### src/rtl/goose_anim_pkg.sv
// rtl/goose_anim_pkg.sv - state, direction and spin-sequence definitions shared by goose_anim_ctrl
package goose_anim_pkg;

   localparam int H_ACTIVE = 640;
   localparam int V_ACTIVE = 480;

   localparam logic [1:0] ST_WALK_R = 2'd0;
   localparam logic [1:0] ST_WALK_L = 2'd1;
   localparam logic [1:0] ST_SPIN   = 2'd2;

   typedef enum logic [1:0] {
      WALK_R = ST_WALK_R,
      WALK_L = ST_WALK_L,
      SPIN   = ST_SPIN
   } state_e;

   typedef enum logic {
      DIR_R = 1'b0,
      DIR_L = 1'b1
   } dir_e;

   // Frame shown after each spin step, packed LSB-first: {0,2,3,1}.
   localparam logic [7:0] SPIN_SEQ = {2'd1, 2'd3, 2'd2, 2'd0};

   function automatic logic [1:0] spin_frame(input logic [1:0] step);
      return SPIN_SEQ[{step, 1'b0} +: 2];
   endfunction

endpackage

### src/rtl/sprite_window.sv
// rtl/sprite_window.sv - registered sprite hit test and cell-coordinate generator
module sprite_window
   import goose_anim_pkg::*;
#(
   parameter int SPRITE_CELLS = 25,
   parameter int SCALE_SHIFT  = 3,
   parameter int Y_POS        = 50
) (
   input  logic       clk_i,
   input  logic       reset_i,
   input  logic [9:0] pix_x_i,
   input  logic [9:0] pix_y_i,
   input  logic       display_on_i,
   input  logic [9:0] spr_x_i,
   output logic [4:0] cell_x_o,
   output logic [4:0] cell_y_o,
   output logic       in_sprite_o
);

   localparam logic [9:0] SPAN  = 10'(SPRITE_CELLS << SCALE_SHIFT);
   localparam logic [9:0] Y_TOP = 10'(Y_POS);

   logic [9:0] rel_x, rel_y;
   logic       hit;
   logic [4:0] cell_x_q, cell_y_q;
   logic       in_sprite_q;

   // 10-bit wraparound; the >= guards reject pixels left of / above the box.
   assign rel_x = pix_x_i - spr_x_i;
   assign rel_y = pix_y_i - Y_TOP;
   assign hit   = display_on_i && (pix_x_i >= spr_x_i) && (pix_y_i >= Y_TOP)
                  && (rel_x < SPAN) && (rel_y < SPAN);

   always_ff @(posedge clk_i) begin
      if (reset_i) begin
         cell_x_q    <= '0;
         cell_y_q    <= '0;
         in_sprite_q <= 1'b0;
      end else begin
         in_sprite_q <= hit;
         cell_x_q    <= hit ? rel_x[SCALE_SHIFT +: 5] : 5'd0;
         cell_y_q    <= hit ? rel_y[SCALE_SHIFT +: 5] : 5'd0;
      end
   end

   assign cell_x_o    = cell_x_q;
   assign cell_y_o    = cell_y_q;
   assign in_sprite_o = in_sprite_q;

endmodule

### src/rtl/goose_anim_ctrl.sv
// rtl/goose_anim_ctrl.sv - goose walk/spin sequencer and sprite window; GOOSE_ANIM_PAUSE_EN adds a pause input
module goose_anim_ctrl
   import goose_anim_pkg::*;
#(
   parameter int SPRITE_CELLS    = 25,
   parameter int SCALE_SHIFT     = 3,
   parameter int X_MIN           = 0,
   parameter int X_MAX           = H_ACTIVE - (SPRITE_CELLS << SCALE_SHIFT),
   parameter int Y_POS           = 50,
   parameter int STEP_PX         = 2,
   parameter int FRAMES_PER_STEP = 4,
   parameter int SPIN_LOOPS      = 4
) (
   input  logic       clk,
   input  logic       reset,
   input  logic [9:0] pix_x,
   input  logic [9:0] pix_y,
   input  logic       display_on,
`ifdef GOOSE_ANIM_PAUSE_EN
   input  logic       pause,
`endif
   output logic [4:0] cell_x,
   output logic [4:0] cell_y,
   output logic       in_sprite,
   output logic [1:0] frame_sel,
   output logic [6:0] frame_counter
);

   localparam int SUB_W  = (FRAMES_PER_STEP > 1) ? $clog2(FRAMES_PER_STEP) : 1;
   localparam int LOOP_W = (SPIN_LOOPS > 1) ? $clog2(SPIN_LOOPS) : 1;

   localparam logic [SUB_W-1:0]  SUB_LAST  = SUB_W'(FRAMES_PER_STEP - 1);
   localparam logic [LOOP_W-1:0] LOOP_LAST = LOOP_W'(SPIN_LOOPS - 1);
   localparam logic [10:0]       STEP_11   = 11'(STEP_PX);
   localparam logic [10:0]       X_MIN_11  = 11'(X_MIN);
   localparam logic [10:0]       X_MAX_11  = 11'(X_MAX);
   localparam logic [9:0]        X_MIN_10  = 10'(X_MIN);
   localparam logic [9:0]        X_MAX_10  = 10'(X_MAX);

   logic              fs, anim_hold;
   logic [1:0]        state_q, state_d;
   dir_e              dir_q, dir_d;
   logic [9:0]        spr_x_q, spr_x_d;
   logic [SUB_W-1:0]  sub_q, sub_d;
   logic [1:0]        step_q, step_d;
   logic [LOOP_W-1:0] loop_q, loop_d;
   logic [1:0]        frame_sel_q, frame_sel_d;
   logic [6:0]        frame_cnt_q;
   logic [10:0]       x_inc, x_dec;

   assign fs = (pix_x == 10'd0) && (pix_y == 10'd0);

`ifdef GOOSE_ANIM_PAUSE_EN
   assign anim_hold = pause;
`else
   assign anim_hold = 1'b0;
`endif

   // 11-bit headroom keeps the saturating add/subtract free of wrap.
   assign x_inc = {1'b0, spr_x_q} + STEP_11;
   assign x_dec = {1'b0, spr_x_q} - STEP_11;

   always_comb begin
      state_d     = state_q;
      dir_d       = dir_q;
      spr_x_d     = spr_x_q;
      sub_d       = sub_q;
      step_d      = step_q;
      loop_d      = loop_q;
      frame_sel_d = frame_sel_q;
      case (state_q)
         ST_WALK_R: begin
            frame_sel_d = 2'd3;
            spr_x_d     = (x_inc > X_MAX_11) ? X_MAX_10 : x_inc[9:0];
            if (spr_x_q == X_MAX_10) begin
               state_d = ST_SPIN;
               dir_d   = DIR_L;
            end
         end
         ST_WALK_L: begin
            frame_sel_d = 2'd0;
            spr_x_d     = ({1'b0, spr_x_q} < (X_MIN_11 + STEP_11)) ? X_MIN_10 : x_dec[9:0];
            if (spr_x_q == X_MIN_10) begin
               state_d = ST_SPIN;
               dir_d   = DIR_R;
            end
         end
         ST_SPIN: begin
            if (sub_q == SUB_LAST) begin
               sub_d       = '0;
               step_d      = step_q + 2'd1;
               frame_sel_d = spin_frame(step_q);
               if (step_q == 2'd3) begin
                  if (loop_q == LOOP_LAST) begin
                     loop_d  = '0;
                     state_d = (dir_q == DIR_L) ? ST_WALK_L : ST_WALK_R;
                  end else begin
                     loop_d = loop_q + LOOP_W'(1);
                  end
               end
            end else begin
               sub_d = sub_q + SUB_W'(1);
            end
         end
         default: state_d = ST_WALK_R;
      endcase
   end

   always_ff @(posedge clk) begin
      if (reset) begin
         state_q     <= ST_WALK_R;
         dir_q       <= DIR_L;
         spr_x_q     <= X_MIN_10;
         sub_q       <= '0;
         step_q      <= 2'd0;
         loop_q      <= '0;
         frame_sel_q <= 2'd3;
         frame_cnt_q <= 7'd0;
      end else if (fs) begin
         frame_cnt_q <= frame_cnt_q + 7'd1;
         if (!anim_hold) begin
            state_q     <= state_d;
            dir_q       <= dir_d;
            spr_x_q     <= spr_x_d;
            sub_q       <= sub_d;
            step_q      <= step_d;
            loop_q      <= loop_d;
            frame_sel_q <= frame_sel_d;
         end
      end
   end

   assign frame_sel     = frame_sel_q;
   assign frame_counter = frame_cnt_q;

   sprite_window #(
      .SPRITE_CELLS (SPRITE_CELLS),
      .SCALE_SHIFT  (SCALE_SHIFT),
      .Y_POS        (Y_POS)
   ) u_window (
      .clk_i        (clk),
      .reset_i      (reset),
      .pix_x_i      (pix_x),
      .pix_y_i      (pix_y),
      .display_on_i (display_on),
      .spr_x_i      (spr_x_q),
      .cell_x_o     (cell_x),
      .cell_y_o     (cell_y),
      .in_sprite_o  (in_sprite)
   );

endmodule

### config.mk
export PLATFORM = sky130hd
export DESIGN_NAME = goose_anim_ctrl
export DESIGN_NICKNAME = d
export VERILOG_FILES = /design/src/rtl/goose_anim_pkg.sv /design/src/rtl/sprite_window.sv /design/src/rtl/goose_anim_ctrl.sv
export SDC_FILE = /design/constraint.sdc
export NUM_CORES = 1
export LEC_CHECK = 0
export CAP_MARGIN = 40
export CORE_MARGIN = 1.5
export CORE_UTILIZATION = 45
export CTS_CLUSTER_DIAMETER = 80
export DETAILED_ROUTE_END_ITERATION = 7
export PLACE_DENSITY = 0.69
export SYNTH_ARGS = -nofsm -noshare
export SYNTH_HDL_FRONTEND = slang
export SYNTH_SLANG_ARGS = --single-unit
### constraint.sdc
create_clock -name clk -period 3.97 [get_ports clk]
set_input_delay 0.9925 -clock clk [delete_from_list [all_inputs] [get_ports clk]]
set_output_delay 0.9925 -clock clk [all_outputs]
set_load 0.01 [all_outputs]
Word level (Yosys, flattened, before mapping)
Cells that the tools add are included.

storage, ports and cells
  register bits after elaboration = 39
  input port bits = 23

operators by class
  bitwise gates (word level) = 1
  multiplexer cells = 17
  $add $sub $neg = 8
  shifts and indexed selects = 1
  $lt $le $gt $ge = 6
  reductions and logical operators = 19
  equality and inequality tests = 11

operators by type and width
  cell                                                                 number
  logical NOT 10 bit                                                   3
  less-than comparator 10 x 8 -> 1 bit (second input constant)         2
  two-way mux 10 bit                                                   2
  case mux 10 bit (2 select lines)                                     1
  two-way mux 2 bit                                                    8
  case mux 2 bit (3 select lines)                                      2
  adder 10 x 2 -> 11 bit (second input constant)                       1
  > comparator 11 x 9 -> 1 bit (second input constant)                 1
  equality test 10 x 9 -> 1 bit (second input constant)                1
  greater-or-equal comparator 10 bit                                   1
  greater-or-equal comparator 10 x 6 -> 1 bit (second input constant)  1
  less-than comparator 10 x 2 -> 1 bit (second input constant)         1
  inequality test 2 bit (second input constant)                        5
  subtractor 10 bit                                                    1
  subtractor 10 x 2 -> 10 bit (second input constant)                  1
  subtractor 10 x 6 -> 10 bit (second input constant)                  1
  equality test 2 bit (second input constant)                          4
  AND reduction 4 bit                                                  2
  variable part select 8 x 4 -> 2 bit (first input constant)           1
  adder 7 x 1 -> 7 bit (second input constant)                         1
  adder 2 x 1 -> 2 bit (second input constant)                         3
  AND reduction 3 bit                                                  2
  AND reduction 6 bit                                                  1
  logical AND 1 bit                                                    5
  9 further kinds                                                      12

Longest topological paths before layout
Gate-level depths: netlist (run 1).

  depth in word-level cells = 7
  depth in mapped cells = 11

By module
A second synthesis (run 1) with hierarchy kept.

second synthesis, totals
  cells, all modules = 356
  area, all modules = 2817.7 sq um

modules (own cells, without submodules)
  module           cells an instance  times used  area each (sq um)
  goose_anim_ctrl  238                1           1791.7
  sprite_window    118                1           1026.0

Least setup slack after synthesis (run 1)
No wires, ideal clock.

  path type = in2reg
  from = input pix_x[4]
  to = register u_window.cell_y_q[1], in the netlist u_window.cell_y_o[1]
  buffers on the path = 1
  slack = 681 ps
  cell stages on the path = 8
  arrival time = 3216 ps
  cells stage by stage = ha_1 or4_1 or4_1 and4_4 nand4_1 or4b_1 buf_6 nor3b_2

between the ends
  cells in the longest elaborated chain, start to end = 7
  elaborated cells on any way between the ends = 9

ends and longest elaborated chain
  what                                                       line                   text
  start, declared                                            goose_anim_ctrl.sv:16  input logic [9:0] pix_x,
  branches (longest 3 deep; another with subtractor 10 bit)  n/a
  logical AND 1 bit * (2 in series)                          sprite_window.sv:32    && (rel_x < SPAN) && (rel_y < SPAN);
  NOT 1 bit (no source line) *                               n/a
  OR reduction 2 bit (no source line) *                      n/a
  end signal, assigned                                       sprite_window.sv:42    cell_y_q <= hit ? rel_y[SCALE_SHIFT +: 5] : 5'd0;
  end, declared                                              sprite_window.sv:25    logic [4:0] cell_x_q, cell_y_q;

Mark *: on every way between the ends.
A chain may end at the register's enable or synchronous reset.

Worst setup path after layout (run 1)
  from = input pix_x[2]
  to = register u_window.cell_y_q[1], in the netlist u_window.cell_y_o[1]

The elaborated chain is that of the path after synthesis.

==> metrics.md, run 1 <==
| Metric | Value |
|---|---|
| Core area | `5510 um2` |
| FFs w/ async S/R, synth | `0%` |
| Worst path arrival time | `roughly 3800 ps` |
| Post-cts hold buffer count | `0` |
| DR DRC count | `0` |
| Mapped Area | `2560 um2` |
| Die W | `about 78 um` |
| WL/cell | `14.8 um` |
| Dpl ws | `105 ps` |
| Max Clk Rate | `0.279 GHz` |
| Peak supply drop | `between 200 and 250 uV` |
| Number of setup buffers added after CTS | `0` |
| Post-Route WL | `6550 um` |
| Synthesized flop and latch total | `38` |
| Layout cells sized above 1 | `6.20%` |
| Worst-Skew Late Latency | `300 ps` |
| First-pass GRT wire length | `10900 um` |
| Initial antenna violation count | `0` |
| Total CTS buffers | `5` |
| Worst slew margin | `a little under two fifths` |
| HP Class | `flip-flop to flip-flop` |
| Initial Utilization | `46.6%` |
| Pwr dens | `approximately 250 nW/um2` |
| Site Rows | `27` |
| CP startpoint kind | `input pin` |
| Post-synth EDFFs | `0` |
| HPWL after DPL | `roughly 4800 um` |
| Largest net degree at the start of global routing | `24` |
| Final setup fails | `0` |
| Die area | `6160 um2` |
| Htree depth | `2` |
| Critical setup path kind | `input pin to flip-flop` |
| Setup TNS | `0 ps` |
| Placer Congestion | `0.933` |
| Leak | `roughly 1.1 nW` |
| Status | `complete, no violations` |
| Placed cells | `435` |
| Actual slew at the worst max-slew pin | `939 ps` |
| WHS | `496 ps` |
| CTS resizes | `0` |
| Fin crit share | `90.2%` |
| CTS tree | `built` |
| # diodes | `0` |
| RSZ-0062 raised after global routing | `no` |
| Synth Instances | `332` |
| Most common cell after layout, fill and taps aside | `nor2_1` |
| Primary FF master, synth | `dfxtp_1` |
| Port bufs | `42` |
| Tmin final | `3580 ps` |
| Worst Skew | `6.16 ps` |
| Top cell type by total area after synthesis | `dfxtp_1` |
| Antenna-violating nets left | `0` |
| YS warnings | `0` |
| Post-synth top area share | `29.7%` |
| Sequential element share of the synthesized area | `29.7%` |
| Nets | `408` |
| Die Height | `78.5 um` |
| Number of top-level pins | `43` |
| Number of global-route vias before repair | `around 2400` |
| Worst-path clk slew | `~70 ps` |
| Global-route usage over all layers | `21.9%` |
| Max-capacitance violation count | `0` |
| Setup WS post-layout | `390 ps` |
| Util after Layout | `57.2%` |
| Synth Net Count | `370` |
| Critical-path maximum fanout | `9` |
| Unique cell type count in the Yosys netlist | `57` |
| Hold Vio Cnt, Final | `0` |
| Total gr overflow | `0` |
| Dominant cells by area after synthesis | `dfxtp_1, ha_1, nor2_1` |
| First-pass DRT Iterations | `4` |
| Non-filler cells in the finished layout | `~440` |
| Via count | `2611` |
| Area grow syn2layout | `22.8%` |
| Initial DRC Count | `165` |
| Most frequent cells in the layout | `nor2_1, clkdlybuf4s50_1, dfxtp_1` |
| Clock tree buffer depth | `2` |
| Final Max Tran Viols | `0` |
| Worst Setup End Kind | `flip-flop` |
| Required time of the critical path | `4190 ps` |
| CTS Sinks | `38` |
| Root buf cell | `clkbuf_8` |
| Mean Syn Cell Area | `7.72 um2` |
| Via density | `5.89` |
-- registers in the layout, summed over array words and instances (netlist names) --
register / count
u_window.cell_x_o: 5
frame_counter: 7
spr_x_q: 9
step_q: 2
loop_q: 2
u_window.in_sprite_o: 1
sub_q: 2
u_window.cell_y_o: 5
frame_sel: 2
dir_q: 1
state_q: 2
-- path summary, 6_finish.rpt --
check / start / to / slack, ps / cells past startpoint
setup / recovery: pix_x[2] / u_window.cell_y_o[1]$_SDFF_PP0_ / 390 / 8
hold / removal: frame_sel[1]$_SDFFE_PP1P_ / frame_sel[1]$_SDFFE_PP1P_ / 500 / 2
setup reg to reg: spr_x_q[4]$_SDFFE_PP0P_ / u_window.cell_y_o[1]$_SDFF_PP0_ / 750 / 8
hold reg to reg: frame_sel[1]$_SDFFE_PP1P_ / frame_sel[1]$_SDFFE_PP1P_ / 500 / 2
-- stage by stage --
stage,power (mW),area [um2]
after floorplan,0.440,2560
after global placement,0.480,3040
after detailed placement,0.481,3040
after CTS,0.814,3150
after global routing,0.838,3150
final,0.802,3150
-- where the power goes --
part | internal, mW | leakage [nW] | switching (mW) | total (mW)
logic | 0.0471 | 0.742 | 0.0447 | 0.0918
registers | 0.381 | 0.306 | 0.000116 | 0.381
clock network | 0.187 | 0.0514 | 0.141 | 0.328
total | 0.616 | 1.10 | 0.186 | 0.802
-- routing by layer --
layer  routed length, um  up-vias  GRT usage [%]
met3                 510       10           3.95
met5                   0        -              0
li1                    -     1294              -
met4                 111        0           7.86
met1                2950     1210           27.5
met2                2980       97           37.5
-- layout make-up --
type	instances	area, um2
Sequential cell	38	761
Clock buffer	6	72.6
Clock inverter	2	37.5
Multi-Input combinational cell	261	1660
Inverter	16	60.1
Fill cell	516	2360
Tap cell	72	90.1
Timing Repair Buffer	48	465
-- cell usage after synthesis, drive strengths merged, types with 6 or more instances --
master / n
nor2: 43
dfxtp: 38
nand2: 29
o21ai: 25
a21oi: 19
inv: 16
ha: 15
clkbuf: 13
nand3: 12
xnor2: 10
xor2: 10
and3: 7
nand4: 7
nor4: 7
or3: 7
mux2i: 6
or4: 6
-- logic make-up after synthesis --
family	count (synthesis)	share of synthesized area, %
simple gates	135	26.7
compound gates	85	21.6
flops	38	29.7
buf+inv	33	5.47
xor+xnor	20	6.83
fa+ha+maj	15	7.32
mux	6	2.34
-- worst max-delay path, cell delays in order --
cell	delay, ps
clkdlybuf4s50_1	450
ha_1	300
or3_2	490
o22ai_1	240
o311ai_0	210
xor2_1	190
or4b_1	710
nor3b_2	230
No activity file was read; power rests on OpenSTA's default activity.
==> run 2: changes to the inputs <==
--- a/config.mk
+++ b/config.mk
@@ -10,6 +10,7 @@
 export CORE_UTILIZATION = 45
 export CTS_CLUSTER_DIAMETER = 80
 export DETAILED_ROUTE_END_ITERATION = 7
+export GPL_TIMING_DRIVEN = 0
 export PLACE_DENSITY = 0.69
 export SYNTH_ARGS = -nofsm -noshare
 export SYNTH_HDL_FRONTEND = slang
==> run 2 against run 1 <==
Net effect: count of clock-buffer cells in the layout unchanged; largest cell class unchanged; sequential cell count unchanged; sequential power about the same; via count increased by 2.0%; critical endpoint unchanged; die area unchanged; clock skew increased by 3.4 ps; non-clock buffer count increased by 12; combinational power decreased by 2%; first-iteration DRC count decreased by 2.4%; sequential share of layout area decreased by 0.58 points.
==> metrics.md, run 2 (synthesized netlist as in run 1, its figures left out) <==
| Metric | Value |
|---|---|
| Critical setup path kind | `input pin to flip-flop` |
| Worst Hold Launch | `frame_sel[0]$_SDFFE_PP1P_` |
| Total chip power | `between 0.8 and 0.9 mW` |
| Worst-path clk slew | `~80 ps` |
| Core area | `5510 um2` |
| Dpl cell area | `a little over 3000 um2` |
| Die area | `6160 um2` |
| Global-route usage over all layers | `between 20% and 30%` |
| Fin area | `3230 um2` |
| R2r startpoint | `spr_x_q[3]$_SDFFE_PP0P_` |
| Total gr overflow | `0` |
| Number of top-level pins | `43` |
| Number of global-route vias before repair | `roughly 2400` |
| WP depth | `9` |
| Pwr dens | `between 200 and 300 nW/um2` |
| Antenna-violating nets left | `0` |
| DR DRC count | `0` |
| Tmin final | `3610 ps` |
| # diodes | `0` |
| Worst Skew | `9.59 ps` |
| Die W | `78.5 um` |
| Root buf cell | `clkbuf_8` |
| HPWL after DPL | `4950 um` |
| Fin crit share | `90.9%` |
| WHS Path Cells | `2` |
| Required time of the critical path | `4200 ps` |
| Largest net degree at the start of global routing | `13` |
| Crit path cell chain | `clkdlybuf4s50_1, ha_1, or4_1, or4_1, and4_4, nand4_1, or4b_1, buf_6, nor3b_2` |
| Hold Vio Cnt, Final | `0` |
| Initial antenna violation count | `0` |
| Total CTS buffers | `5` |
| Number of setup buffers added after CTS | `0` |
| Site Rows | `27` |
| Placed cells | `447` |
| Status | `complete, no violations` |
| WL/cell | `approximately 14 um` |
| WHS | `489 ps` |
| Leak | `~1.1 nW` |
| CP delay by family, top | `simple AND/OR/NAND/NOR gates` |
| Final setup fails | `0` |
| Max incr delay on CP | `530 ps` |
| CP startpoint kind | `input pin` |
| Worst path arrival time | `between 3000 and 4000 ps` |
| Non-filler cells in the finished layout | `455` |
| Max Clk Rate | `0.277 GHz` |
| Post-Route WL | `between 6000 and 7000 um` |
| Htree depth | `2` |
| Port bufs | `between 40 and 50` |
| HP Class | `flip-flop to flip-flop` |
| Most common cell after layout, fill and taps aside | `nor2_1` |
| Nets | `420` |
| Layout cells sized above 1 | `approximately 6.0%` |
| Initial Utilization | `a little under half` |
| Initial DRC Count | `161` |
| Clock tree buffer depth | `2` |
| Area grow syn2layout | `25.9%` |
| RSZ-0062 raised after global routing | `no` |
| R2r worst-path depth | `11` |
| First-pass GRT wire length | `10800 um` |
| CTS tree | `built` |
| Setup WS post-layout | `360 ps` |
| CTS resizes | `0` |
| Max-capacitance violation count | `0` |
| Setup TNS | `0 ps` |
| CP Buf/Inv Count | `2` |
| Most Frequent Cell on Critical Path | `or4_1` |
| Peak supply drop | `roughly 180 uV` |
| First-pass DRT Iterations | `5` |
| Worst Setup End Kind | `flip-flop` |
| Critical path's slowest cell | `or4_1` |
| CTS Sinks | `38` |
| Most flops, register | `spr_x_q` |
| Via count | `2662` |
| Worst-Skew Late Latency | `around 300 ps` |
| Worst slew margin | `56.0%` |
| Post-cts hold buffer count | `0` |
| Util after Layout | `58.6%` |
| Via density | `5.85` |
| Critical Path Source | `pix_x[4]` |
| Max FFs per register | `9` |
| Final Max Tran Viols | `0` |
| Die Height | `a little under 80 um` |
| Dpl ws | `77.1 ps` |
| Actual slew at the worst max-slew pin | `approximately 640 ps` |
| Most frequent cells in the layout | `nor2_1, clkdlybuf4s50_1, dfxtp_1` |
| Critical-path maximum fanout | `9` |
| Placer Congestion | `0.945` |
run 2: final cells by class:
class                   instances  area (um2)
fillers                       530        2280
multi-input cells             261        1660
flip-flops and latches         38         761
repair buffers                 43         430
well taps                      72        90.1
clock buffers                   6        82.6
plain buffers                  17        80.1
clock inverters                 2        60.1
inverters                      16        60.1
run 2: worst register-to-register path, delay by kind of cell (launching register included):
kind	cells	cell delay (ps)
flops	1	360
simple gates	6	1740
fa+ha+maj	1	330
buf+inv	4	920
run 2: path summary, 6_finish.rpt:
check / slack, ps / endpoint
worst max-delay path: 360 / u_window.cell_y_o[1]$_SDFF_PP0_
worst min-delay path: 490 / frame_sel[0]$_SDFFE_PP1P_
worst min register to register: 490 / frame_sel[0]$_SDFFE_PP1P_
worst max register to register: 550 / u_window.cell_y_o[1]$_SDFF_PP0_
run 2: power breakdown:
| group | internal, mW | switching (mW) |
|---|---|---|
| clock network | 0.268 | 0.150 |
| logic | 0.0463 | 0.0435 |
| registers | 0.381 | 0.000120 |
run 2: routing by layer:
layer	up-vias	GRT usage, %	part of all wire (%)
li1	1311	-	-
met1	1210	27.9	44
met2	128	36.0	46
met3	13	4.53	7.9
met4	0	11.3	2.2
met5	-	0	0
